`src/rtl/bit_serializer_pkg.sv`:
```
// rtl/bit_serializer_pkg.sv - shared state encoding and default word width for the bit serializer
package bit_serializer_pkg;

    localparam int DEFAULT_WIDTH = 8;

    typedef enum logic {
        IDLE  = 1'b0,
        SHIFT = 1'b1
    } state_e;

endpackage

```
`src/rtl/bit_serializer_if.sv`:
```
// rtl/bit_serializer_if.sv - parallel word handshake and serial bit stream bundle
interface bit_serializer_if
    import bit_serializer_pkg::*;
#(
    parameter int WIDTH = DEFAULT_WIDTH
);
    logic [WIDTH-1:0] data_in;
    logic             data_valid;
    logic             data_ready;
    logic             in_bit;
    logic             bit_valid;
    logic             frame_start;
    logic             busy;

    // master: word producer / stream consumer; slave: the serializer itself
    modport master (
        output data_in,
        output data_valid,
        input  data_ready,
        input  in_bit,
        input  bit_valid,
        input  frame_start,
        input  busy
    );

    modport slave (
        input  data_in,
        input  data_valid,
        output data_ready,
        output in_bit,
        output bit_valid,
        output frame_start,
        output busy
    );

endinterface

```
`src/rtl/bit_serializer.sv`:
```
// rtl/bit_serializer.sv - parallel-to-serial converter with a one-word hold register for gapless streaming
module bit_serializer
    import bit_serializer_pkg::*;
#(
    parameter int WIDTH     = DEFAULT_WIDTH,
    parameter bit MSB_FIRST = 1'b1
) (
    input  logic             clk,
    input  logic             reset,
    bit_serializer_if.slave  bus
);

    localparam int              CW   = $clog2(WIDTH);
    localparam logic [CW-1:0]   LAST = CW'(WIDTH - 1);

    state_e           state_q,       state_d;
    logic [CW-1:0]    cnt_q,         cnt_d;
    logic [WIDTH-1:0] shreg_q,       shreg_d;
    logic [WIDTH-1:0] hold_q,        hold_d;
    logic             hold_full_q,   hold_full_d;
    logic             in_bit_q,      in_bit_d;
    logic             bit_valid_q,   bit_valid_d;
    logic             frame_start_q, frame_start_d;

    logic             data_ready;
    logic             accept;
    logic             load;
    logic [WIDTH-1:0] load_word;
    logic [WIDTH-1:0] next_shreg;

    function automatic logic first_bit(input logic [WIDTH-1:0] w);
        return MSB_FIRST ? w[WIDTH-1] : w[0];
    endfunction

    function automatic logic [WIDTH-1:0] advance(input logic [WIDTH-1:0] w);
        return MSB_FIRST ? (w << 1) : (w >> 1);
    endfunction

    assign data_ready = reset & ~hold_full_q;
    assign accept     = bus.data_valid & data_ready;
    assign next_shreg = advance(shreg_q);

    always_comb begin
        state_d       = state_q;
        cnt_d         = cnt_q;
        shreg_d       = shreg_q;
        hold_d        = hold_q;
        hold_full_d   = hold_full_q;
        in_bit_d      = in_bit_q;
        bit_valid_d   = bit_valid_q;
        frame_start_d = 1'b0;
        load          = 1'b0;
        load_word     = bus.data_in;

        case (state_q)
            IDLE: begin
                load = accept;
            end
            SHIFT: begin
                if (cnt_q != LAST) begin
                    cnt_d    = cnt_q + CW'(1);
                    shreg_d  = next_shreg;
                    in_bit_d = first_bit(next_shreg);
                    if (accept) begin
                        hold_d      = bus.data_in;
                        hold_full_d = 1'b1;
                    end
                end else if (hold_full_q) begin
                    // a held word always wins over data_in: ready is low while hold is full
                    load        = 1'b1;
                    load_word   = hold_q;
                    hold_full_d = 1'b0;
                end else if (accept) begin
                    load = 1'b1;
                end else begin
                    state_d     = IDLE;
                    cnt_d       = '0;
                    shreg_d     = '0;
                    in_bit_d    = 1'b0;
                    bit_valid_d = 1'b0;
                end
            end
            default: state_d = IDLE;
        endcase

        if (load) begin
            state_d       = SHIFT;
            cnt_d         = '0;
            shreg_d       = load_word;
            in_bit_d      = first_bit(load_word);
            bit_valid_d   = 1'b1;
            frame_start_d = 1'b1;
        end
    end

    always_ff @(posedge clk or negedge reset) begin
        if (!reset) begin
            state_q       <= IDLE;
            cnt_q         <= '0;
            shreg_q       <= '0;
            hold_q        <= '0;
            hold_full_q   <= 1'b0;
            in_bit_q      <= 1'b0;
            bit_valid_q   <= 1'b0;
            frame_start_q <= 1'b0;
        end else begin
            state_q       <= state_d;
            cnt_q         <= cnt_d;
            shreg_q       <= shreg_d;
            hold_q        <= hold_d;
            hold_full_q   <= hold_full_d;
            in_bit_q      <= in_bit_d;
            bit_valid_q   <= bit_valid_d;
            frame_start_q <= frame_start_d;
        end
    end

    assign bus.data_ready  = data_ready;
    assign bus.in_bit      = in_bit_q;
    assign bus.bit_valid   = bit_valid_q;
    assign bus.frame_start = frame_start_q;
    assign bus.busy        = (state_q == SHIFT) | hold_full_q;

endmodule
```
`src/flat_wrapper.sv`:
```
// flat-port wrapper written by rule: the top's interface ports become plain ports
module bit_serializer_flat import bit_serializer_pkg::*;
#(
    parameter int WIDTH     = DEFAULT_WIDTH,
    parameter bit MSB_FIRST = 1'b1
)
  (clk, reset, bus_data_in, bus_data_valid, bus_data_ready, bus_in_bit, bus_bit_valid, bus_frame_start, bus_busy);
  bit_serializer_if #(.WIDTH(WIDTH)) bus_i ();
  input  logic clk;
  input  logic reset;
  input wire logic [$bits(bus_i.data_in)-1:0] bus_data_in;
  input wire logic [$bits(bus_i.data_valid)-1:0] bus_data_valid;
  output wire logic [$bits(bus_i.data_ready)-1:0] bus_data_ready;
  output wire logic [$bits(bus_i.in_bit)-1:0] bus_in_bit;
  output wire logic [$bits(bus_i.bit_valid)-1:0] bus_bit_valid;
  output wire logic [$bits(bus_i.frame_start)-1:0] bus_frame_start;
  output wire logic [$bits(bus_i.busy)-1:0] bus_busy;
  assign bus_i.data_in = bus_data_in;
  assign bus_i.data_valid = bus_data_valid;
  assign bus_data_ready = bus_i.data_ready;
  assign bus_in_bit = bus_i.in_bit;
  assign bus_bit_valid = bus_i.bit_valid;
  assign bus_frame_start = bus_i.frame_start;
  assign bus_busy = bus_i.busy;
  bit_serializer #(.WIDTH(WIDTH), .MSB_FIRST(MSB_FIRST)) u_core (.clk(clk), .reset(reset), .bus(bus_i));
endmodule
```
`config.mk`:
```
export PLATFORM = sky130hd
export DESIGN_NAME = bit_serializer_flat
export DESIGN_NICKNAME = d
export VERILOG_FILES = /design/src/rtl/bit_serializer_pkg.sv /design/src/rtl/bit_serializer_if.sv /design/src/rtl/bit_serializer.sv /design/src/flat_wrapper.sv
export SDC_FILE = /design/constraint.sdc
export NUM_CORES = 1
export LEC_CHECK = 0
export ABC_AREA = 0
export BUFFER_PORTS_ARGS = -buffer_cell sky130_fd_sc_hd__buf_2
export CAP_MARGIN = 15
export CORE_UTILIZATION = 35
export DETAILED_ROUTE_END_ITERATION = 8
export PLACE_DENSITY = 0.62
export SKIP_LAST_GASP = 1
export SYNTH_ARGS = -nofsm -noshare
export SYNTH_HDL_FRONTEND = slang
export SYNTH_SLANG_ARGS = --single-unit
```
`constraint.sdc`:
```
create_clock -name clk -period 5.5 [get_ports clk]
set_clock_uncertainty 0.15 [all_clocks]
set_input_delay 1.1 -clock clk [delete_from_list [all_inputs] [get_ports clk]]
set_output_delay 1.1 -clock clk [all_outputs]
set_load 0.02 [all_outputs]
```
==> qor.txt, run 1 <==
TritonCTS clock tree = built
setup TNS = 0 ps
Synth area leaders = dfrtp_1 (51%), mux2i_1 (8.0%), mux2_2 (8.0%)
Die Height = 58.6 um
vias in the first global route = 734
final setup violation count = 0
clock buffer depth = 2
Pins Over Slew Limit = 0
Die Area = 3430 um2
Setup CP Type = input port to output pin
Synth Cell Area = 1120 um2
Post-Synthesis Cells = 95
largest net degree at the start of global routing = 28
Main synth FF type = dfrtp_1
most frequent cells in the layout = dfrtp_1 (23), buf_2 (15), inv_1 (10)
post-CTS setup buffer count = 0
measured slew at the worst slew-check pin = 578 ps
Worst EP arrival = 1920 ps
via count = 734
met1 Use GR = 0.145
routed wire length = 1850 um
Starting Density = 0.367
maximum vdd drop = 244 uV
critical-path cell list = buf_2 -> nor2b_1 -> buf_2
Yosys top cell area share = 0.514
DRC Markers = 0
Synth cell types = 25
Area Growth Syn to Fin = 11.7%
asr flop ratio synth = 1.00
H-Tree Depth = 1
CTS Sinks = 23
grt met3 use = 0.0505
MaxCap Viol Count = 0
first-pass GRT wire length = 3190 um
core area = 3050 um2
Critical Path RT = 4250 ps
number of antenna diodes = 0
Slowest cell on crit path = buf_2
Vias/cell = 4.77
Final HPWL DP = 1400 um
Post-CTS Resized = 0
crit path capture type = output pin
Max Freq = 315 MHz
average size of a mapped cell = 11.8 um2
CTS clock-pin slew for the worst setup and hold paths = 110 ps
Final Hold Fails = 0
FP Rows = 20
commonest non-fill, non-tap cell in the layout = dfrtp_1
Hold-fix buffers, CTS = 0
RSZ-0062 raised after global routing = no
Worst Hold Depth = 2
root buffer cell = clkbuf_4
Wirelength per Cell = 12.0 um
IO Count = 16
PwrDens = 492 nW/um2
outcome = complete, no violations
DR pass1 iterations = 5
LEAKAGE = 0.620 nW
Tmin final = 3170 ps
Top cell by count, worst path = buf_2
Placer Congestion = 0.688
Skew-Pair Late Insertion Delay = 300 ps
worst hold path class = flip-flop to flip-flop
Tcrit/Tclk final = 0.577
initial antenna violation count = 0
total power draw = 0.000616 W
sequential cell area fraction in the yosys report = 0.514
cts bufs inserted = 3
busiest layer in global routing = met2
antenna viol nets, final = 0
CP peak stage delay = 460 ps
Syn Nets = 108
post-synth top area cell = dfrtp_1
crit start category = input port
port bufs = 15
crit path max fanout = 27
relative slew slack = 0.615
DR iter-0 viols = 22
Final #Nets = 124
synthesis warning total = 0
share of cells above drive strength 1 = 0.309
met2 usage = 0.212
cell depth of the worst flop-to-flop path = 5
GR Util All Layers = 0.123
number of flops mapped to enable cells by yosys = 0
die width = 58.6 um
count of state elements after synthesis = 23
GR Overflow Total = 0
==> per-layer routing <==
| metal | part of all wire | vias to the layer above |
|---|---|---|
| met5 | 0 | - |
| met4 | 0.011 | 0 |
| met3 | 0.058 | 2 |
| met2 | 0.47 | 23 |
| met1 | 0.46 | 346 |
| li1 | - | 363 |
==> metrics by stage <==
step                       util  hold WS [ps]  cells  worst slack [ps]  area, um2
after global routing      0.410           383    154              2230       1250
final                     0.410           352    154              2330       1250
after floorplan               -           306     95              2820       1120
after detailed placement  0.401           328    150              2290       1220
after global placement    0.401           313    150              2310       1220
after CTS                 0.410           356    154              2290       1250
==> logic make-up (layout without fill, tap and decap cells) <==
logic type	count (synthesis)	after routing	synth area share
AO/OA/AOI/OAI	18	18	0.117
adder cells (fa/ha/maj)	2	2	0.0223
buffers and inverters	15	30	0.0626
flip-flops	23	23	0.514
multiplexers	17	17	0.161
AND/OR/NAND/NOR	20	20	0.123
==> state kept, by name, summed over array words and instances (netlist names) <==
name                    flops
u_core.hold_full_q          1
u_core.cnt_q                3
u_core.state_q              1
u_core.bus.in_bit           1
u_core.bus.frame_start      1
u_core.hold_q               8
u_core.shreg_q              7
u_core.bus.bit_valid        1
==> area by class of cell <==
cell class | count | area, um2
Timing Repair Buffer | 15 | 75.1
Sequential cell | 23 | 576
Fill cell | 327 | 1800
Multi-Input combinational cell | 57 | 474
Inverter | 11 | 43.8
Clock inverter | 1 | 5.00
Clock buffer | 3 | 22.5
Tap cell | 44 | 55.1
==> critical path, delay by kind of cell <==
family        cells  cell delay [ps]
buf+inv           2              630
simple gates      1              190
==> path summary, 6_finish.rpt <==
check | startpoint | end | slack (ps)
setup / recovery | reset | bus_data_ready | 2330
hold / removal | u_core.shreg_q[6] | u_core.bus.in_bit | 350
setup reg to reg | u_core.cnt_q[0] | u_core.shreg_q[1] | 3240
hold reg to reg | u_core.shreg_q[6] | u_core.bus.in_bit | 350
max in group asynchronous | reset | u_core.bus.frame_start | 4190
min in group asynchronous | reset | u_core.hold_q[0] | 630
==> cells in the mapped netlist (2+ instances only) <==
| cell | number |
|---|---|
| dfrtp_1 | 23 |
| inv_1 | 10 |
| mux2i_1 | 9 |
| nand2_1 | 9 |
| mux2_2 | 8 |
| o221ai_1 | 7 |
| o21ai_0 | 4 |
| buf_2 | 3 |
| a21oi_2 | 2 |
| ha_1 | 2 |
| nand2b_1 | 2 |
| nand3b_1 | 2 |
| nor2b_1 | 2 |
==> power breakdown <==
| group | switching, W | internal [W] | total, W | leakage, nW |
|---|---|---|---|---|
| Sequential | 0.0000515 | 0.000247 | 0.000299 | 0.280 |
| Clock | 0.0000458 | 0.0000271 | 0.0000728 | 0.0177 |
| Combinational | 0.000131 | 0.000113 | 0.000244 | 0.322 |
| Total | 0.000228 | 0.000387 | 0.000616 | 0.620 |
Note: power is estimated with default switching activity, not from simulation.
==> run 2, diff against run 1 <==
--- a/config.mk
+++ b/config.mk
@@ -10,7 +10,7 @@
 export CAP_MARGIN = 15
 export CORE_UTILIZATION = 35
 export DETAILED_ROUTE_END_ITERATION = 8
-export PLACE_DENSITY = 0.62
+export PLACE_DENSITY = 0.64
 export SKIP_LAST_GASP = 1
 export SYNTH_ARGS = -nofsm -noshare
 export SYNTH_HDL_FRONTEND = slang
==> constraint.sdc (replaced) <==
create_clock -name clk -period 2.8 [get_ports clk]
set_clock_uncertainty 0.15 [all_clocks]
set_input_delay 0.56 -clock clk [delete_from_list [all_inputs] [get_ports clk]]
set_output_delay 0.56 -clock clk [all_outputs]
set_load 0.02 [all_outputs]
==> run 2 against run 1 <==
Cell count increased by 0.65%. Utilization increased by 0.20 points. Worst hold slack got worse by 230 ps. First-iteration DRC count decreased by 27%. Largest power group unchanged.
==> qor.txt, run 2 (synthesis gave the netlist of run 1 again) <==
Die Height = 58.6 um
Post-CTS Resized = 0
FF-to-FF setup slack = 660 ps
core area = 3050 um2
measured slew at the worst slew-check pin = 503 ps
port bufs = 15
Setup CP Type = flip-flop to flip-flop
largest net degree at the start of global routing = 26
max layer used = met3
Sequential Power Share = 0.482
crit path max fanout = 10
Worst EP arrival = 2170 ps
DR iter-0 viols = 16
H-Tree Depth = 1
Tcrit/Tclk final = 0.765
antenna viol nets, final = 0
RSZ-0062 raised after global routing = no
LEAKAGE = 0.622 nW
initial antenna violation count = 0
clock buffer depth = 2
CTS Sinks = 23
Wirelength per Cell = 12.2 um
number of antenna diodes = 0
final setup violation count = 0
wire length on met3 = 110 um
worst hold path class = input port to asynchronous set/reset pin
top flop regs = u_core.hold_q: 8 flops, u_core.shreg_q: 7 flops, u_core.cnt_q: 3 flops
die width = 58.6 um
Skew-Pair Late Insertion Delay = 310 ps
vias in the first global route = 712
Net Sw Frac = 0.368
Top cell by count, worst path = ha_1
TritonCTS clock tree = built
Tmin final = 2140 ps
Slowest cell on crit path = nor2b_1
most frequent cells in the layout = dfrtp_1 (23), buf_2 (15), inv_1 (10)
cell-internal power = 0.000763 W
critical-path cell list = ha_1 -> ha_1 -> nor2b_1 -> a21o_1 -> o221ai_1
Reg with most FFs = u_core.hold_q
DRC Markers = 0
setup TNS = 0 ps
Final HPWL DP = 1350 um
routed wl met2 = 880 um
Vias/cell = 4.66
GR Util All Layers = 0.126
Hold-fix buffers, CTS = 0
Placed Cells = 151
MaxCap Viol Count = 0
commonest non-fill, non-tap cell in the layout = dfrtp_1
crit start category = flip-flop
relative slew slack = 0.664
DR pass1 iterations = 4
Placer Congestion = 0.773
routed wire length = 1890 um
Pins Over Slew Limit = 0
GR Overflow Total = 0
FP Rows = 20
Starting Density = 0.367
Switch Pwr = 0.000444 W
Critical Path RT = 2830 ps
cell depth of the worst flop-to-flop path = 5
via count = 723
outcome = complete, no violations
Die Area = 3430 um2
PwrDens = 960 nW/um2
post-CTS setup buffer count = 0
share of cells above drive strength 1 = 0.306
crit path capture type = flip-flop
reg2reg end = u_core.shreg_q[5]
maximum vdd drop = 343 uV
Clk network pwr share = 0.125
met1 wire length = 899 um
Final Hold Fails = 0
cts bufs inserted = 3
fillers = 318
Max Freq = 467 MHz
CTS clock-pin slew for the worst setup and hold paths = 120 ps
CP peak stage delay = 440 ps
Final #Nets = 125
R2R Path Start = u_core.cnt_q[0]
Post-Layout Cell Count = 155
Comb power frac = 0.393
root buffer cell = clkbuf_4
IO Count = 16
first-pass GRT wire length = 3240 um
Largest register FFs = 8
Area Growth Syn to Fin = 12.3%
[run 2: cell types whose count changed in the layout (fill, tap and decap cells not counted), sizes merged]
cell    delta
buf        +1
clkbuf     +1
clkinv     -1
[run 2: how the worst max path moves through the flow]
stage	startpoint	to	slack, ps	depth (start not counted)
finish	u_core.cnt_q[0]	u_core.shreg_q[5]	660	5
global placement	u_core.cnt_q[0]	u_core.shreg_q[2]	760	5
CTS	u_core.cnt_q[0]	u_core.bus.in_bit	620	5
detailed placement	u_core.cnt_q[0]	u_core.bus.in_bit	630	5
global route	u_core.cnt_q[0]	u_core.shreg_q[5]	530	5
floorplan	u_core.cnt_q[0]	u_core.hold_q[0]	930	5
[run 2: area by class of cell]
class                      count  area (um2)  share of cell area
inverter                      11        43.8              0.0348
tap                           44        55.1              0.0438
multi-input combinational     57         474               0.377
clock buffer                   4        26.3              0.0209
sequential                    23         576               0.458
timing repair buffer          16        82.6              0.0657
[run 2: worst max-delay path, delay by kind of cell (launching register included)]
family	cells	cell delay (ps)
compound gates	2	520
fa+ha+maj	2	480
simple gates	1	440
flops	1	420
[run 2: metal layers]
metal,GRT usage,vias to the layer above
met2,0.202,19
met5,0,-
met4,0.0204,0
met3,0.0418,0
li1,-,366
met1,0.169,338
[run 2: power by group through the flow]
| stage | Sequential, W | Combinational (W) | Clock, W |
|---|---|---|---|
| 2_1_floorplan | 0.000586 | 0.000388 | 0 |
| 3_3_place_gp | 0.000583 | 0.000463 | 0 |
| 3_5_place_dp | 0.000592 | 0.000483 | 0 |
| 4_1_cts | 0.000584 | 0.000484 | 0.000159 |
| 5_1_grt | 0.000603 | 0.000535 | 0.000170 |
| 6_report | 0.000582 | 0.000474 | 0.000151 |
[run 2: per-stage QoR]
stage	cell area [um2]	hold slack [ps]	setup WS, ps	util	power [W]
final	1260	119	657	0.412	0.00121
after global routing	1260	143	529	0.412	0.00131
after CTS	1260	124	619	0.412	0.00123
after detailed placement	1230	327	634	0.403	0.00108
after global placement	1230	319	762	0.403	0.00105
after floorplan	1120	114	932	-	0.000974
==> run 3, diff against run 2 <==
--- a/config.mk
+++ b/config.mk
@@ -5,12 +5,12 @@
 export SDC_FILE = /design/constraint.sdc
 export NUM_CORES = 1
 export LEC_CHECK = 0
-export ABC_AREA = 0
+export ABC_AREA = 1
 export BUFFER_PORTS_ARGS = -buffer_cell sky130_fd_sc_hd__buf_2
 export CAP_MARGIN = 15
 export CORE_UTILIZATION = 35
 export DETAILED_ROUTE_END_ITERATION = 8
-export PLACE_DENSITY = 0.64
+export PLACE_DENSITY = 0.62
 export SKIP_LAST_GASP = 1
 export SYNTH_ARGS = -nofsm -noshare
 export SYNTH_HDL_FRONTEND = slang
==> constraint.sdc (replaced) <==
create_clock -name clk -period 2.23 [get_ports clk]
set_clock_uncertainty 0.15 [all_clocks]
set_input_delay 0.446 -clock clk [delete_from_list [all_inputs] [get_ports clk]]
set_output_delay 0.446 -clock clk [all_outputs]
set_load 0.02 [all_outputs]
==> run 3 against run 2 <==
Sequential share of layout area is 4.2 points lower. Largest power group is now combinational logic. Synthesized cell count is 73% higher. Die area is 9.7% higher. Highest routed layer is now met4. Critical path depth unchanged. Largest cell class unchanged. Power is 39% higher. Sequential power up 24%. Global-route usage is 3.9 points higher. Non-clock buffer count grew 4. Cell count is 46% higher. Sequential cell count did not move. Synthesized area increased by 10%.
==> qor.txt, run 3 <==
outcome = complete, no violations
DRC Markers = 0
Synth Cell Area = 1230 um2
FP Rows = 21
Max Freq = 474 MHz
number of flops mapped to enable cells by yosys = 0
Die Area = 3760 um2
post-CTS setup buffer count = 0
via count = 1008
wire length on met3 = 54 um
root buffer cell = clkbuf_4
Vias/cell = 4.44
DR pass1 iterations = 4
maximum vdd drop = 311 uV
Setup CP Type = input port to output pin
Net Sw Frac = 0.446
met1 wire length = 1260 um
crit path capture type = output pin
Synth cell types = 20
Comb power frac = 0.452
Main synth FF type = dfrtp_1
MaxCap Viol Count = 0
Skew-Pair Late Insertion Delay = 310 ps
largest net degree at the start of global routing = 18
routed wl met2 = 1190 um
commonest non-fill, non-tap cell in the layout = nand2_1
die width = 61.3 um
final setup violation count = 0
reg2reg end = u_core.shreg_q[2]
Tcrit/Tclk final = 0.946
Worst EP arrival = 1510 ps
Min Hold Slack = 220 ps
top flop regs = u_core.hold_q: 8 flops, u_core.shreg_q: 7 flops, u_core.cnt_q: 3 flops
fillers = 371
relative slew slack = 0.718
R2R Path Start = u_core.cnt_q[0]
Final HPWL DP = 1880 um
core area = 3360 um2
post-synth top area cell = dfrtp_1
PwrDens = 1210 nW/um2
Die Height = 61.3 um
Final Util = 0.412
LEAKAGE = 0.784 nW
max layer used = met4
sequential cell area fraction in the yosys report = 0.467
number of antenna diodes = 0
cell depth of the worst flop-to-flop path = 9
crit path max fanout = 4
most common cell in the netlist = nand2_1
antenna viol nets, final = 0
Tmin final = 2110 ps
GR Util All Layers = 0.164
Sequential Power Share = 0.431
Post-Synthesis Cells = 164
Synth area leaders = dfrtp_1 (47%), nand2_1 (20%), inv_1 (5.2%)
TritonCTS clock tree = built
worst hold path class = input port to flip-flop
measured slew at the worst slew-check pin = 423 ps
CP startpoint = reset
Syn Nets = 177
Final Hold Fails = 0
setup TNS = 0 ps
Largest register FFs = 8
first-pass GRT wire length = 4440 um
CTS clock-pin slew for the worst setup and hold paths = 140 ps
count of state elements after synthesis = 23
Critical Path RT = 1630 ps
Area Growth Syn to Fin = 12.4%
Critical Path Sink = bus_data_ready
GR Overflow Total = 0
Reg with most FFs = u_core.hold_q
top cells by count, synth = nand2_1 (65), dfrtp_1 (23), inv_1 (17), nand3_1 (10), nor2_1 (10)
RSZ-0062 raised after global routing = no
average size of a mapped cell = 7.51 um2
Pins Over Slew Limit = 0
cell-internal power = 0.000932 W
CTS Sinks = 23
cts bufs inserted = 3
Clk network pwr share = 0.117
crit start category = input port
IO Count = 16
Placer Congestion = 0.738
DR iter-0 viols = 34
H-Tree Depth = 1
asr flop ratio synth = 1.00
synthesis warning total = 0
clock buffer depth = 2
routed wire length = 2530 um
port bufs = 15
Switch Pwr = 0.000750 W
Wirelength per Cell = 11.2 um
Final #Nets = 195
share of cells above drive strength 1 = 0.177
most frequent cells in the layout = nand2_1 (65), dfrtp_1 (23), inv_1 (17)
Yosys top cell area share = 0.467
vias in the first global route = 965
FF-to-FF setup slack = 240 ps
Starting Density = 0.366
initial antenna violation count = 0
## run 3: changes by cell type in the layout (fill, tap and decap cells not counted), sizes merged, moves of 3 or more
cell | before | now
o221ai | 7 | 0
nand3b | 3 | 0
nand4 | 0 | 7
o21ai | 4 | 11
mux2i | 9 | 0
nand3 | 1 | 12
mux2 | 8 | 0
nand2 | 9 | 66
nor2 | 1 | 11
inv | 11 | 21
## run 3: power by group through the flow
stage	combinational, W	clock, W	sequential, W
3_5_place_dp	0.000771	0	0.000730
2_1_floorplan	0.000636	0	0.000699
6_report	0.000761	0.000197	0.000724
4_1_cts	0.000775	0.000207	0.000722
3_3_place_gp	0.000757	0	0.000729
5_1_grt	0.000889	0.000224	0.000752
## run 3: worst min-delay path by stage
stage | start | to | depth (start not counted)
global route | bus_data_in[4] | u_core.hold_q[4] | 3
global placement | reset | u_core.state_q | 1
finish | bus_data_in[4] | u_core.hold_q[4] | 3
floorplan | reset | u_core.bus.bit_valid | 0
CTS | bus_data_in[4] | u_core.hold_q[4] | 3
detailed placement | reset | u_core.state_q | 1
## run 3: metal layers
layer	up-vias	GRT usage
met5	-	0
met4	0	0.0667
met3	2	0.0252
met2	9	0.262
met1	454	0.223
li1	543	-
## run 3: critical path: stages
cell	delay, ps
dlygate4sd3_1	520
buf_2	150
inv_1	50
nor2_1	150
buf_2	200
## run 3: layout make-up
type                       count  area [um2]  share of cell area
clock buffer                   3        22.5              0.0163
inverter                      21        81.3              0.0587
clock inverter                 1        5.00             0.00361
timing repair buffer          20         118              0.0849
multi-input combinational    113         526               0.379
sequential                    23         576               0.416
tap                           46        57.6              0.0416
## run 3: cells by family (layout without fill, tap and decap cells)
| group | after synthesis | after routing | share of synthesized area |
|---|---|---|---|
| flip-flops | 23 | 23 | 0.467 |
| AO/OA/AOI/OAI | 14 | 14 | 0.0660 |
| adder cells (fa/ha/maj) | 2 | 2 | 0.0203 |
| buffers and inverters | 28 | 45 | 0.107 |
| AND/OR/NAND/NOR | 97 | 97 | 0.340 |
## run 3: timing repair
item / in CTS / in global routing
gates resized for setup: 0 / 0
hold buffers: 2 / 0
hold endpoints to repair: 6 / 0
## run 3: through the flow
| step | power, W | instances | setup slack [ps] | cell area, um2 |
|---|---|---|---|---|
| final | 0.00168 | 227 | 121 | 1390 |
| after floorplan | 0.00133 | 164 | 469 | 1230 |
| after global placement | 0.00149 | 221 | 299 | 1340 |
| after CTS | 0.00170 | 227 | 108 | 1390 |
| after detailed placement | 0.00150 | 221 | 252 | 1340 |
| after global routing | 0.00187 | 227 | 22.3 | 1390 |
